<file path="src/rtl/fifo_arb_pkg.sv">
// fifo_arb_pkg: state encoding, default watchdog timeout and req_data slice helper shared by fifo_wr_arb.
`ifndef FIFO_ARB_PKG_SV
`define FIFO_ARB_PKG_SV
`define ARB_SLICE(v, i, w) v[(i)*(w) +: (w)]
package fifo_arb_pkg;
    typedef enum logic {ST_IDLE = 1'b0, ST_BUSY = 1'b1} state_t;
    localparam int DEF_TIMEOUT = 16;
endpackage
`endif

</file>
<file path="src/rtl/rr_pick.sv">
// rr_pick: combinational round-robin picker; first request strictly after i_last, wrapping.
module rr_pick
    import fifo_arb_pkg::*;
#(
    parameter int N  = 4,
    parameter int IW = 2
) (
    input  logic [N-1:0]  i_req,
    input  logic [IW-1:0] i_last,
    output logic [N-1:0]  o_pick,
    output logic [IW-1:0] o_idx,
    output logic          o_any
);
    logic [IW-1:0] w_j;
    always_comb begin
        o_pick = '0;
        o_idx  = '0;
        o_any  = 1'b0;
        w_j    = '0;
        for (int k = 1; k <= N; k++) begin
            w_j = IW'((int'(i_last) + k) % N);
            if (!o_any && i_req[w_j]) begin
                o_any       = 1'b1;
                o_pick[w_j] = 1'b1;
                o_idx       = w_j;
            end
        end
    end
endmodule

</file>
<file path="src/rtl/fifo_wr_arb.sv">
// fifo_wr_arb: frame-granular round-robin arbiter in front of an async FIFO write port,
// with a watchdog that reclaims the grant from an owner that stalls mid-frame.
module fifo_wr_arb
    import fifo_arb_pkg::*;
#(
    parameter int NREQ    = 4,
    parameter int DSIZE   = 8,
    parameter int TIMEOUT = DEF_TIMEOUT,
    parameter int TWIDTH  = 5
) (
    input  logic                  wclk,
    input  logic                  wrst,
    input  logic [NREQ-1:0]       req_valid,
    input  logic [NREQ-1:0]       req_last,
    input  logic [NREQ*DSIZE-1:0] req_data,
    output logic [NREQ-1:0]       req_ready,
    output logic [DSIZE-1:0]      wdata,
    output logic                  winc,
    input  logic                  wfull,
    output logic [NREQ-1:0]       grant,
    output logic                  busy,
    output logic                  abort
);
    localparam int IW = $clog2(NREQ);
    state_t            r_state, w_state_n;
    logic [NREQ-1:0]   r_grant, w_grant_n, w_pick;
    logic [IW-1:0]     r_gidx, w_gidx_n, r_last, w_last_n, w_pidx;
    logic [TWIDTH-1:0] r_cnt, w_cnt_n;
    logic              r_abort, w_abort_n, w_any, w_valid_g, w_to;

    rr_pick #(.N(NREQ), .IW(IW)) u_pick (
        .i_req  (req_valid),
        .i_last (r_last),
        .o_pick (w_pick),
        .o_idx  (w_pidx),
        .o_any  (w_any)
    );

    assign busy      = r_state == ST_BUSY;
    assign grant     = r_grant;
    assign abort     = r_abort;
    assign w_valid_g = req_valid[r_gidx];
    assign winc      = busy & w_valid_g & ~wfull;
    assign req_ready = (busy && !wfull) ? r_grant : '0;
    assign wdata     = busy ? `ARB_SLICE(req_data, r_gidx, DSIZE) : '0;
    // Idle means the owner itself drops valid; a full FIFO with valid held is not idle.
    assign w_to      = TIMEOUT != 0 && busy && !w_valid_g && r_cnt == TWIDTH'(TIMEOUT - 1);

    always_comb begin
        w_state_n = r_state;
        w_grant_n = r_grant;
        w_gidx_n  = r_gidx;
        w_last_n  = r_last;
        w_cnt_n   = '0;
        w_abort_n = 1'b0;
        if (!busy) begin
            if (w_any) begin
                w_state_n = ST_BUSY;
                w_grant_n = w_pick;
                w_gidx_n  = w_pidx;
            end
        end else if ((winc && req_last[r_gidx]) || w_to) begin
            w_state_n = ST_IDLE;
            w_grant_n = '0;
            w_last_n  = r_gidx;
            w_abort_n = w_to;
        end else begin
            w_cnt_n = (TIMEOUT == 0 || w_valid_g) ? '0 : r_cnt + 1'b1;
        end
    end

    always_ff @(posedge wclk or posedge wrst) begin
        if (wrst) begin
            r_state <= ST_IDLE;
            r_grant <= '0;
            r_gidx  <= '0;
            r_last  <= IW'(NREQ - 1);
            r_cnt   <= '0;
            r_abort <= 1'b0;
        end else begin
            r_state <= w_state_n;
            r_grant <= w_grant_n;
            r_gidx  <= w_gidx_n;
            r_last  <= w_last_n;
            r_cnt   <= w_cnt_n;
            r_abort <= w_abort_n;
        end
    end
endmodule

</file>
<file path="config.mk">
export PLATFORM = sky130hd
export DESIGN_NAME = fifo_wr_arb
export DESIGN_NICKNAME = d
export VERILOG_FILES = /design/src/rtl/fifo_arb_pkg.sv /design/src/rtl/rr_pick.sv /design/src/rtl/fifo_wr_arb.sv
export SDC_FILE = /design/constraint.sdc
export NUM_CORES = 1
export LEC_CHECK = 0
export BUFFER_PORTS_ARGS = -buffer_cell sky130_fd_sc_hd__buf_2
export CAP_MARGIN = 20
export CORE_MARGIN = 4
export CORE_UTILIZATION = 52
export CTS_CLUSTER_DIAMETER = 100
export CTS_CLUSTER_SIZE = 12
export DETAILED_ROUTE_END_ITERATION = 16
export GPL_TIMING_DRIVEN = 0
export PLACE_DENSITY = 0.82
export SYNTH_ARGS = -nofsm -noshare
export SYNTH_HDL_FRONTEND = slang
export SYNTH_SLANG_ARGS = --single-unit
</file>
<file path="constraint.sdc">
create_clock -name wclk -period 7.2 [get_ports wclk]
set_input_delay 1.08 -clock wclk [delete_from_list [all_inputs] [get_ports wclk]]
set_output_delay 1.08 -clock wclk [all_outputs]
set_load 0.005 [all_outputs]
</file>
==> summary.md, run 1 <==
| Metric | Value |
|---|---|
| Placed wire-length estimate | 3400 um |
| Synthesized area per cell | 10.2 um^2 |
| Fin. max-slew vios | 0 |
| Yosys cell types | 41 |
| I/O pins | 62 |
| CTS Hold Buffers Added | 0 |
| Status | completed |
| Share of the clock period used by the worst path | 45.6% |
| Final setup viols | 0 |
| Antenna violations before repair | 0 |
| Reg-to-reg setup timing slack | ~4.5 ns |
| Post-synthesis simple-gate area fraction | 17.8% |
| WL/cell | 17.0 um |
| CTS tree | yes |
| TNS Setup | 0 ns |
| N_diodes | 0 |
| VDD IR max | 231 uV |
| CTS sink cnt | 15 |
| Max clock buf depth | 2 |
| Compound-gate portion of the synthesized area | 18.0% |
| Total CTS buffers | 3 |
| Global-route wire length before repair | approximately 6600 um |
| Largest net degree at the start of global routing | 16 |
| Synthesis-stage register bit count | 15 |
| Mux contribution to synthesized area | between 20% and 30% |
| Pleak | around 0.86 nW |
| Final wirelength | 4130 um |
| Row Count | 19 |
| Post-route ant nets | 0 |
| Max-Cap Viols | 0 |
| Sequential area share after synthesis | 25.3% |
| TritonRoute pass-1 iters | 4 |
| Initial Utilization | 54.1% |
| Crit path capture type | output port |
| Met2 routed WL | between 2000 and 2500 um |
| Pwr dens | 339 mW/mm^2 |
| Min-Delay Path Class | reg -> reg |
| Post-CTS Setup Bufs | 0 |
| Final hold violation count | 0 |
| Crit path launch | req_valid[2] |
| DP Worst Slack | 3.91 ns |
| Nets@finish | 265 |
| Synth top area share | between 20 and 25% |
| Total track usage | 23.7% |
| Die Wd | 61.6 um |
| Critical Path AT | 2.21 ns |
| Die Y | 61.6 um |
| Worst r2r path cells | 8 |
| R2R Path End | grant[3] |
| Worst-path clk slew | ~0.1 ns |
| Met3 routed WL | 119 um |
| Synth area leader | dfrtp_1 |
| Post-Synth XOR/XNOR Area | 1.17% |
| Cell Area, Synth | 0.00149 mm^2 |
| Layout Skew | 0.00699 ns |
| FMAX | approximately 300 MHz |
| Relative slew slack | 56.6% |
| Metal-1 WL | 1470 um |
| Slew @ Worst Pin | ~0.65 ns |
| Clock Tree Root | clkbuf_4 |
| DR iter-0 viols | 43 |
| CP required | 6.12 ns |
| CP startpoint kind | primary input |
| Final worst slack | 3.91 ns |
| Vias in the first global route | between 1,000 and 1,500 |
| Avg Vias per Cell | a little under 6 |
| Number of synthesized flops with an enable pin | 0 |
| Port-buffer cells | 61 |
| Synth warnings | 0 |
| Largest cells by area after synthesis | dfrtp_1 22%, mux4_2 20%, ha_1 8.4% |
| Gr ovfl total | 0 |
| Final Util | 67.6% |
| Vias | 1,425 |
| Min cycle time layout | 3.29 ns |
| Core area | 0.00276 mm^2 |
| Top cells by count, synth | 13 x dfrtp_1, 13 x mux4_2, 10 x a21oi_1, 10 x ha_1, 10 x nand2_1 |
| Mapped Cells | 146 |
| Die area | approximately 0.0038 mm^2 |
| Share of flip-flops with an asynchronous set or reset | 100% |
| Synth Flop Type | dfrtp_1 |
| Ratio of cells with drive above 1 in the final layout | a little under half |
| GPL Wtd Cong | 0.843 |
| Worst Setup EP | winc |
| Area delta synth->final | 24.9% |
| R2r startpoint | r_last[0] |
| H-tree levels | 1 |
| Main combinational cell family by area after synthesis | multiplexers |
| Post-CTS resize count | 0 |
| Synthesized Nets | between 150 and 200 |
| RSZ-0062 raised after global routing | false |
| CP Max Fanout | 10 |
| Synth Area in Adders | under 10% |
| Critical path type | in -> out |
| Worst skew pair latency | just under 0.3 ns |
| Top Layer Used | met4 |
| # DRC | 0 |
-- critical path: stages --
cell and delay, ns:
buf_2 0.10, buf_2 0.18, mux4_2 0.54, nor3b_1 0.17
buf_2 0.13
-- state kept, by name, indices dropped and copies added (netlist names) --
register / flops
abort: 1
busy: 1
grant: 4
r_cnt: 5
r_gidx: 2
r_last: 2
-- layout by cell type, fill, tap and decap left out, types with 2 or more instances in the layout --
master    count
dfrtp_1      13
buf_2        66
a31oi_1       8
a211oi_1      3
nand3b_1      2
clkbuf_1      3
clkbuf_4      3
nor3b_1       2
dfstp_2       2
mux2_1        2
nand2_1      10
or3b_1        2
and2_1        8
mux4_2       13
o21a_1        4
inv_1         9
nor3_1        4
a21oi_1      10
mux2i_1       3
ha_1         10
o21ai_0       5
nor2_1        8
-- per-stage QoR --
| stage | instances | hold slack, ns | area (um^2) | power [mW] |
|---|---|---|---|---|
| floorplan | 146 | 0.433 | 1490 | 0.456 |
| detailed placement | 238 | 0.455 | 1840 | 0.581 |
| finish | 242 | 0.465 | 1860 | 0.632 |
| global route | 242 | 0.482 | 1860 | 0.682 |
| CTS | 242 | 0.468 | 1860 | 0.631 |
| global placement | 238 | 0.454 | 1840 | 0.558 |
-- area by class of cell --
type | count | area, um^2
Tap cell | 31 | 38.8
Fill cell | 218 | 893
Clock buffer | 3 | 22.5
Buffer | 10 | 55.1
Sequential cell | 15 | 378
Multi-Input combinational cell | 111 | 1020
Clock inverter | 1 | 5.00
Timing Repair Buffer | 61 | 305
Inverter | 10 | 37.5
-- how the worst min path moves through the flow --
stage          cells after the start     start        to  slack [ns]
2_1_floorplan                      1  r_cnt[0]  r_cnt[0]        0.43
3_3_place_gp                       1  r_cnt[0]  r_cnt[0]        0.45
3_5_place_dp                       1  r_cnt[0]  r_cnt[0]        0.45
4_1_cts                            1  r_cnt[0]  r_cnt[0]        0.47
5_1_grt                            1  r_cnt[0]  r_cnt[0]        0.48
6_report                           1  r_cnt[0]  r_cnt[0]        0.47
-- logic make-up after synthesis --
logic type	count (synthesis)
flops	15
xor+xnor	2
compound gates	37
fa+ha+maj	10
mux	18
buf+inv	20
simple gates	44
-- power breakdown --
group	internal (mW)	leakage [nW]	switching [mW]
sequential	0.117	0.187	0.0386
combinational	0.214	0.660	0.213
clock	0.0206	0.0177	0.0280
total	0.352	0.864	0.280
-- layer usage --
metal  global-route usage, %  up-vias
li1                        -      670
met1                    24.7      714
met2                    48.0       35
met3                    1.89        6
met4                    8.48        0
met5                       0        -
Power figures use the tool's default switching activity.
==> run 2, diff against run 1 <==
CORE_UTILIZATION = 44   (was 52)
PLACE_DENSITY = 0.73   (was 0.82)
clock period = 2.8 ns   (was 7.2 ns; I/O delays follow)
==> run 2 against run 1 <==
  * Non-clock buffer count unchanged
  * Critical path depth up 3
  * Register-to-register slack worse by 4.3 ns
  * Worst hold slack worse by 0.30 ns
  * Final cell count up 5.4%
  * Global-route usage shrank 4.0 points
  * First-iteration DRC count grew 44%
==> summary.md, run 2 (synthesis results as in run 1) <==
| Metric | Value |
|---|---|
| Pwr dens | 863 mW/mm^2 (+150%) |
| Post-CTS resize count | 0 (unchanged) |
| Worst skew pair latency | 0.29 ns (about the same) |
| Row Count | 20 (+1) |
| Fin. max-slew vios | 0 (unchanged) |
| Relative slew slack | 55.5% (-1.1 points) |
| Max reg flops | 5 (unchanged) |
| Final hold violation count | 0 (unchanged) |
| CP Max Fanout | 10 (unchanged) |
| N_diodes | 0 (unchanged) |
| Max-Cap Viols | 0 (unchanged) |
| Vias | 1,435 (+0.70%) |
| Final wirelength | 4110 um (-0.34%) |
| Total track usage | 19.7% (-4.0 points) |
| Post-DP Area | 0.00185 mm^2 (+0.89%) |
| Area delta synth->final | 26.0% |
| Nets@finish | 265 (unchanged) |
| Slew @ Worst Pin | 0.666 ns (+0.0163 ns) |
| Die Wd | 66.2 um (+7.6%) |
| Die area | 0.00439 mm^2 (+16%) |
| DR iter-0 viols | 62 (+44%) |
| Ratio of cells with drive above 1 in the final layout | 45.0% (unchanged) |
| Min cycle time layout | 2.61 ns |
| Pleak | 0.864 nW (unchanged) |
| Die Y | 66.2 um (+7.6%) |
| Area of the multi-input gates | 0.00102 mm^2 (unchanged) |
| H-tree levels | 1 (unchanged) |
| Fillers | 284 (+30%) |
| Placed wire-length estimate | 3370 um (-0.84%) |
| Antenna violations before repair | 0 (unchanged) |
| Min-Delay Path Class | in -> async |
| Layout Skew | 0.00660 ns (-0.000391 ns) |
| CP required | 3.01 ns (-3.11 ns) |
| Register area | 378 um^2 (unchanged) |
| Core area | 0.00315 mm^2 (+14%) |
| Critical path type | reg -> reg |
| Post-CTS Setup Bufs | 0 (unchanged) |
| Total CTS buffers | 3 (unchanged) |
| TNS Setup | 0 ns (unchanged) |
| Largest Register | r_cnt |
| Status | completed |
| Global-route wire length before repair | 6780 um (+2.3%) |
| RSZ-0062 raised after global routing | false |
| Final instance area | 0.00188 mm^2 (+0.87%) |
| GPL Wtd Cong | 0.800 (-5.1%) |
| Delay of the slowest critical-path stage | 0.64 ns (+0.10 ns) |
| CTS tree | yes |
| Commonest non-fill, non-tap cell in the layout | buf_2 |
| Avg Vias per Cell | 5.63 (-4.4%) |
| WL/cell | 16.1 um (-5.4%) |
| I/O pins | 62 (unchanged) |
| Max clock buf depth | 2 (unchanged) |
| Gr ovfl total | 0 (unchanged) |
| Critical Path AT | 2.82 ns (+0.61 ns) |
| CTS Hold Buffers Added | 0 (unchanged) |
| CTS sink cnt | 15 (unchanged) |
| Worst-path clk slew | 0.09 ns (about the same) |
| Post-route ant nets | 0 (unchanged) |
| Share of the clock period used by the worst path | between 90 and 100% |
| Port-buffer cells | 61 (unchanged) |
| Final Util | 59.6% (-8.0 points) |
| FMAX | 383 MHz |
| Commonest non-fill, non-tap cells in the layout | 66 x buf_2, 13 x mux4_2, 13 x dfrtp_1 |
| Vias in the first global route | 1,430 (-3.1%) |
| Final setup viols | 0 (unchanged) |
| CP startpoint kind | register |
| Slowest stage cell, crit path | dfstp_2 |
| Clock Tree Root | clkbuf_4 |
| Crit path capture type | register |
| # DRC | 0 (unchanged) |
| VDD IR max | 573 uV (+150%) |
| Cells along the critical path | buf_6, inv_1, ha_1, clkbuf_1, mux4_2, nor3b_4, a21oi_1, a31oi_1 |
| Largest net degree at the start of global routing | 16 (unchanged) |
| Initial Utilization | 47.3% (-6.8 points) |
| TritonRoute pass-1 iters | 4 (unchanged) |
## run 2: cell counts in the layout (fill, tap and decap cells not counted)
Identical to the previous run, type by type.
## run 2: layer usage
layer	vias to the layer above	wire length (um)	global-route usage, %
li1	676	-	-
met1	708	1610	24.0
met2	43	2250	37.3
met3	8	191	1.19
met4	0	51	4.57
met5	-	0	0
## run 2: final timing paths
kind                       startpoint   endpoint  slack [ns]  cells after the start
setup / recovery            r_last[0]   grant[1]        0.19                      8
hold / removal                   wrst   grant[2]        0.16                      2
setup reg to reg            r_last[0]   grant[1]        0.19                      8
hold reg to reg              r_cnt[0]   r_cnt[0]        0.48                      1
max in group asynchronous        wrst  r_last[0]        2.26                      2
min in group wclk            r_cnt[0]   r_cnt[0]        0.48                      1
## run 2: cell type report
type | instances | share of cell area (%)
clock inverters | 1 | 0.266
flip-flops and latches | 15 | 20.1
clock buffers | 3 | 1.20
plain buffers | 10 | 2.93
repair buffers | 61 | 16.2
well taps | 44 | 2.93
inverters | 10 | 2.00
multi-input cells | 111 | 54.4
## run 2: worst max-delay path: cells and delay by family, from the launching register on
kind,cells,cell delay [ns]
AO/OA/AOI/OAI,2,0.29
buffers and inverters,3,0.55
adder cells (fa/ha/maj),1,0.29
flip-flops,1,0.64
AND/OR/NAND/NOR,1,0.29
multiplexers,1,0.48
## run 2: stage by stage
step / std cells / power (mW) / worst slack (ns) / hold WS [ns]
6_report: 255 / 1.62 / 0.189 / 0.162
5_1_grt: 255 / 1.75 / 0.0309 / 0.226
4_1_cts: 255 / 1.62 / 0.197 / 0.186
3_5_place_dp: 251 / 1.49 / 0.219 / 0.460
3_3_place_gp: 251 / 1.45 / 0.234 / 0.445
2_1_floorplan: 146 / 1.17 / 0.469 / 0.320
## run 2: power breakdown
group          internal, mW  leakage, nW  switching, mW
Clock                0.0532       0.0177         0.0734
Combinational         0.549        0.660          0.546
Sequential            0.302        0.187         0.0990
==> run 3, diff against run 2 <==
BUFFER_PORTS_ARGS = not set   (was -buffer_cell sky130_fd_sc_hd__buf_2)
CORE_UTILIZATION = 57   (was 44)
DONT_BUFFER_PORTS = 1   (was not set)
PLACE_DENSITY = 0.71   (was 0.73)
==> run 3 against run 2 <==
  * Register-to-register slack better by 0.12 ns
  * First-iteration DRC count is 4.8% lower
  * Sequential share of layout area is 4.2 points higher
  * Global-route usage is 0.43 points higher
  * Combinational power is 14% lower
  * Critical path depth is 1 lower
  * Die area is 20% lower
  * Final area is 17% lower
  * Non-clock buffer count is 62 lower
  * Count of clock-buffer cells in the layout stayed put
  * Core utilization is 3.1 points higher
  * Highest routed layer unchanged
==> summary.md, run 3 (synthesis results as in run 1) <==
| Metric | Value |
|---|---|
| Crit path capture type | register |
| WL/cell | 18.5 um (+15%) |
| TritonRoute pass-1 iters | 4 (unchanged) |
| Status | completed |
| CP startpoint kind | register |
| Die area | 0.00350 mm^2 (-20%) |
| Worst skew pair latency | 0.29 ns (about the same) |
| Max-Cap Viols | 0 (unchanged) |
| Post-route ant nets | 0 (unchanged) |
| Largest Register | r_cnt |
| Comb pwr share | 63.9% (-3.6 points) |
| Total internal power | 0.810 mW (-10%) |
| Avg Vias per Cell | 6.56 (+17%) |
| Slew @ Worst Pin | 0.619 ns (-0.0463 ns) |
| Min-Delay Path Class | in -> async |
| RSZ-0062 raised after global routing | false |
| Max reg flops | 5 (unchanged) |
| Psw | 0.661 mW (-8.0%) |
| CTS sink cnt | 15 (unchanged) |
| Final Power | 1.47 mW (-9.3%) |
| I/O pins | 62 (unchanged) |
| Crit-path leading delay family | flip-flops |
| Gr ovfl total | 0 (unchanged) |
| Slowest stage cell, crit path | dfstp_2 |
| VDD IR max | 531 uV (-7.4%) |
| Commonest non-fill, non-tap cells in the layout | 13 x mux4_2, 13 x dfrtp_1, 10 x a21oi_1, 10 x nand2_1, 10 x ha_1 |
| Critical Path AT | 2.71 ns (-0.11 ns) |
| Nets@finish | 203 (-23%) |
| Global-route wire length before repair | 5420 um (-20%) |
| Final wirelength | 3320 um (-19%) |
| Pleak | 0.613 nW (-29%) |
| Post-CTS resize count | 0 (unchanged) |
| FMAX | 401 MHz (+4.8%) |
| CP required | 3.02 ns (about the same) |
| GPL Wtd Cong | 0.910 (+14%) |
| Total CTS buffers | 3 (unchanged) |
| CP bufs+invs | 2 (-1) |
| CP Max Fanout | 10 (unchanged) |
| Max clock buf depth | 2 (unchanged) |
| Min cycle time layout | 2.49 ns (-0.119 ns) |
| TNS Setup | 0 ns (unchanged) |
| Initial Utilization | 60.3% (+13 points) |
| Delay of the slowest critical-path stage | 0.64 ns (about the same) |
| Layout Skew | 0.00699 ns (+0.000387 ns) |
| Critical path type | reg -> reg |
| DR iter-0 viols | 59 (-4.8%) |
| Fin. max-slew vios | 0 (unchanged) |
| H-tree levels | 1 (unchanged) |
| Switch share | 44.9% (+0.66 points) |
| Pwr dens | 946 mW/mm^2 (+9.7%) |
| Clock Tree Root | clkbuf_4 |
| Placed wire-length estimate | 2600 um (-23%) |
| N_diodes | 0 (unchanged) |
| Row Count | 18 (-10%) |
| Largest net degree at the start of global routing | 16 (unchanged) |
| Seq pwr share | 27.5% (+2.8 points) |
| Antenna violations before repair | 0 (unchanged) |
| # DRC | 0 (unchanged) |
| Worst-path clk slew | 0.09 ns (about the same) |
| Post-CTS Setup Bufs | 0 (unchanged) |
| Vias in the first global route | 1,167 (-18%) |
| Final hold violation count | 0 (unchanged) |
| Core area | 0.00248 mm^2 (-21%) |
| Cells along the critical path | buf_6, inv_1, ha_1, mux4_2, nor3b_4, a21oi_1, a31oi_1 |
| CTS Hold Buffers Added | 0 (unchanged) |
| Share of the clock period used by the worst path | 89.0% (-4.2 points) |
| CTS tree | yes |
| Total track usage | 20.1% (+0.43 points) |
| Clk pwr share | 8.6% (+0.8 points) |
| Port-buffer cells | 0 (-100%) |
| Die Y | 59.2 um (-11%) |
| Final setup viols | 0 (unchanged) |
| Area delta synth->final | 4.11% |
| Vias | 1,174 (-18%) |
| Die Wd | 59.2 um (-11%) |
| Relative slew slack | 58.6% (+3.1 points) |
| Ratio of cells with drive above 1 in the final layout | 22.8% (-22 points) |
==> run 3: path summary, 6_finish.rpt <==
kind	from	end	slack, ns	depth (start not counted)
max	r_last[0]	grant[1]	0.31	7
min	wrst	abort	0.05	1
max reg2reg	r_last[0]	grant[1]	0.31	7
min reg2reg	r_cnt[0]	r_cnt[0]	0.47	1
max in group asynchronous	wrst	r_last[1]	2.36	1
min in group wclk	r_cnt[0]	r_cnt[0]	0.47	1
==> run 3: area by class of cell <==
cell class,instances,area [um^2]
Multi-Input combinational cell,111,1020
Clock buffer,3,22.5
Clock inverter,1,5.00
Tap cell,30,37.5
Sequential cell,15,378
Fill cell,204,923
Buffer,9,51.3
Inverter,10,37.5
==> run 3: power by group through the flow <==
stage | registers, mW | logic [mW] | clock network (mW)
global placement | 0.407 | 0.909 | 0
global route | 0.418 | 1.04 | 0.136
finish | 0.404 | 0.940 | 0.126
detailed placement | 0.411 | 0.935 | 0
floorplan | 0.378 | 0.795 | 0
CTS | 0.407 | 0.939 | 0.129
==> run 3: metrics by stage <==
stage | cell area, um^2 | setup slack [ns] | utilization [%] | hold WS, ns | std cells
2_1_floorplan | 1490 | 0.469 | - | 0.320 | 146
3_3_place_gp | 1530 | 0.242 | 61.8 | 0.378 | 176
3_5_place_dp | 1530 | 0.191 | 61.8 | 0.385 | 176
4_1_cts | 1560 | 0.173 | 62.9 | 0.0635 | 180
5_1_grt | 1550 | 0.152 | 62.7 | 0.112 | 179
6_report | 1550 | 0.308 | 62.7 | 0.0533 | 179
==> run 3: metal layers <==
metal / global-route usage, % / wire, um / vias up
li1: - / - / 551
met1: 23.1 / 1280 / 562
met2: 37.5 / 1710 / 57
met3: 3.05 / 294 / 4
met4: 6.80 / 40 / 0
met5: 0 / 0 / -
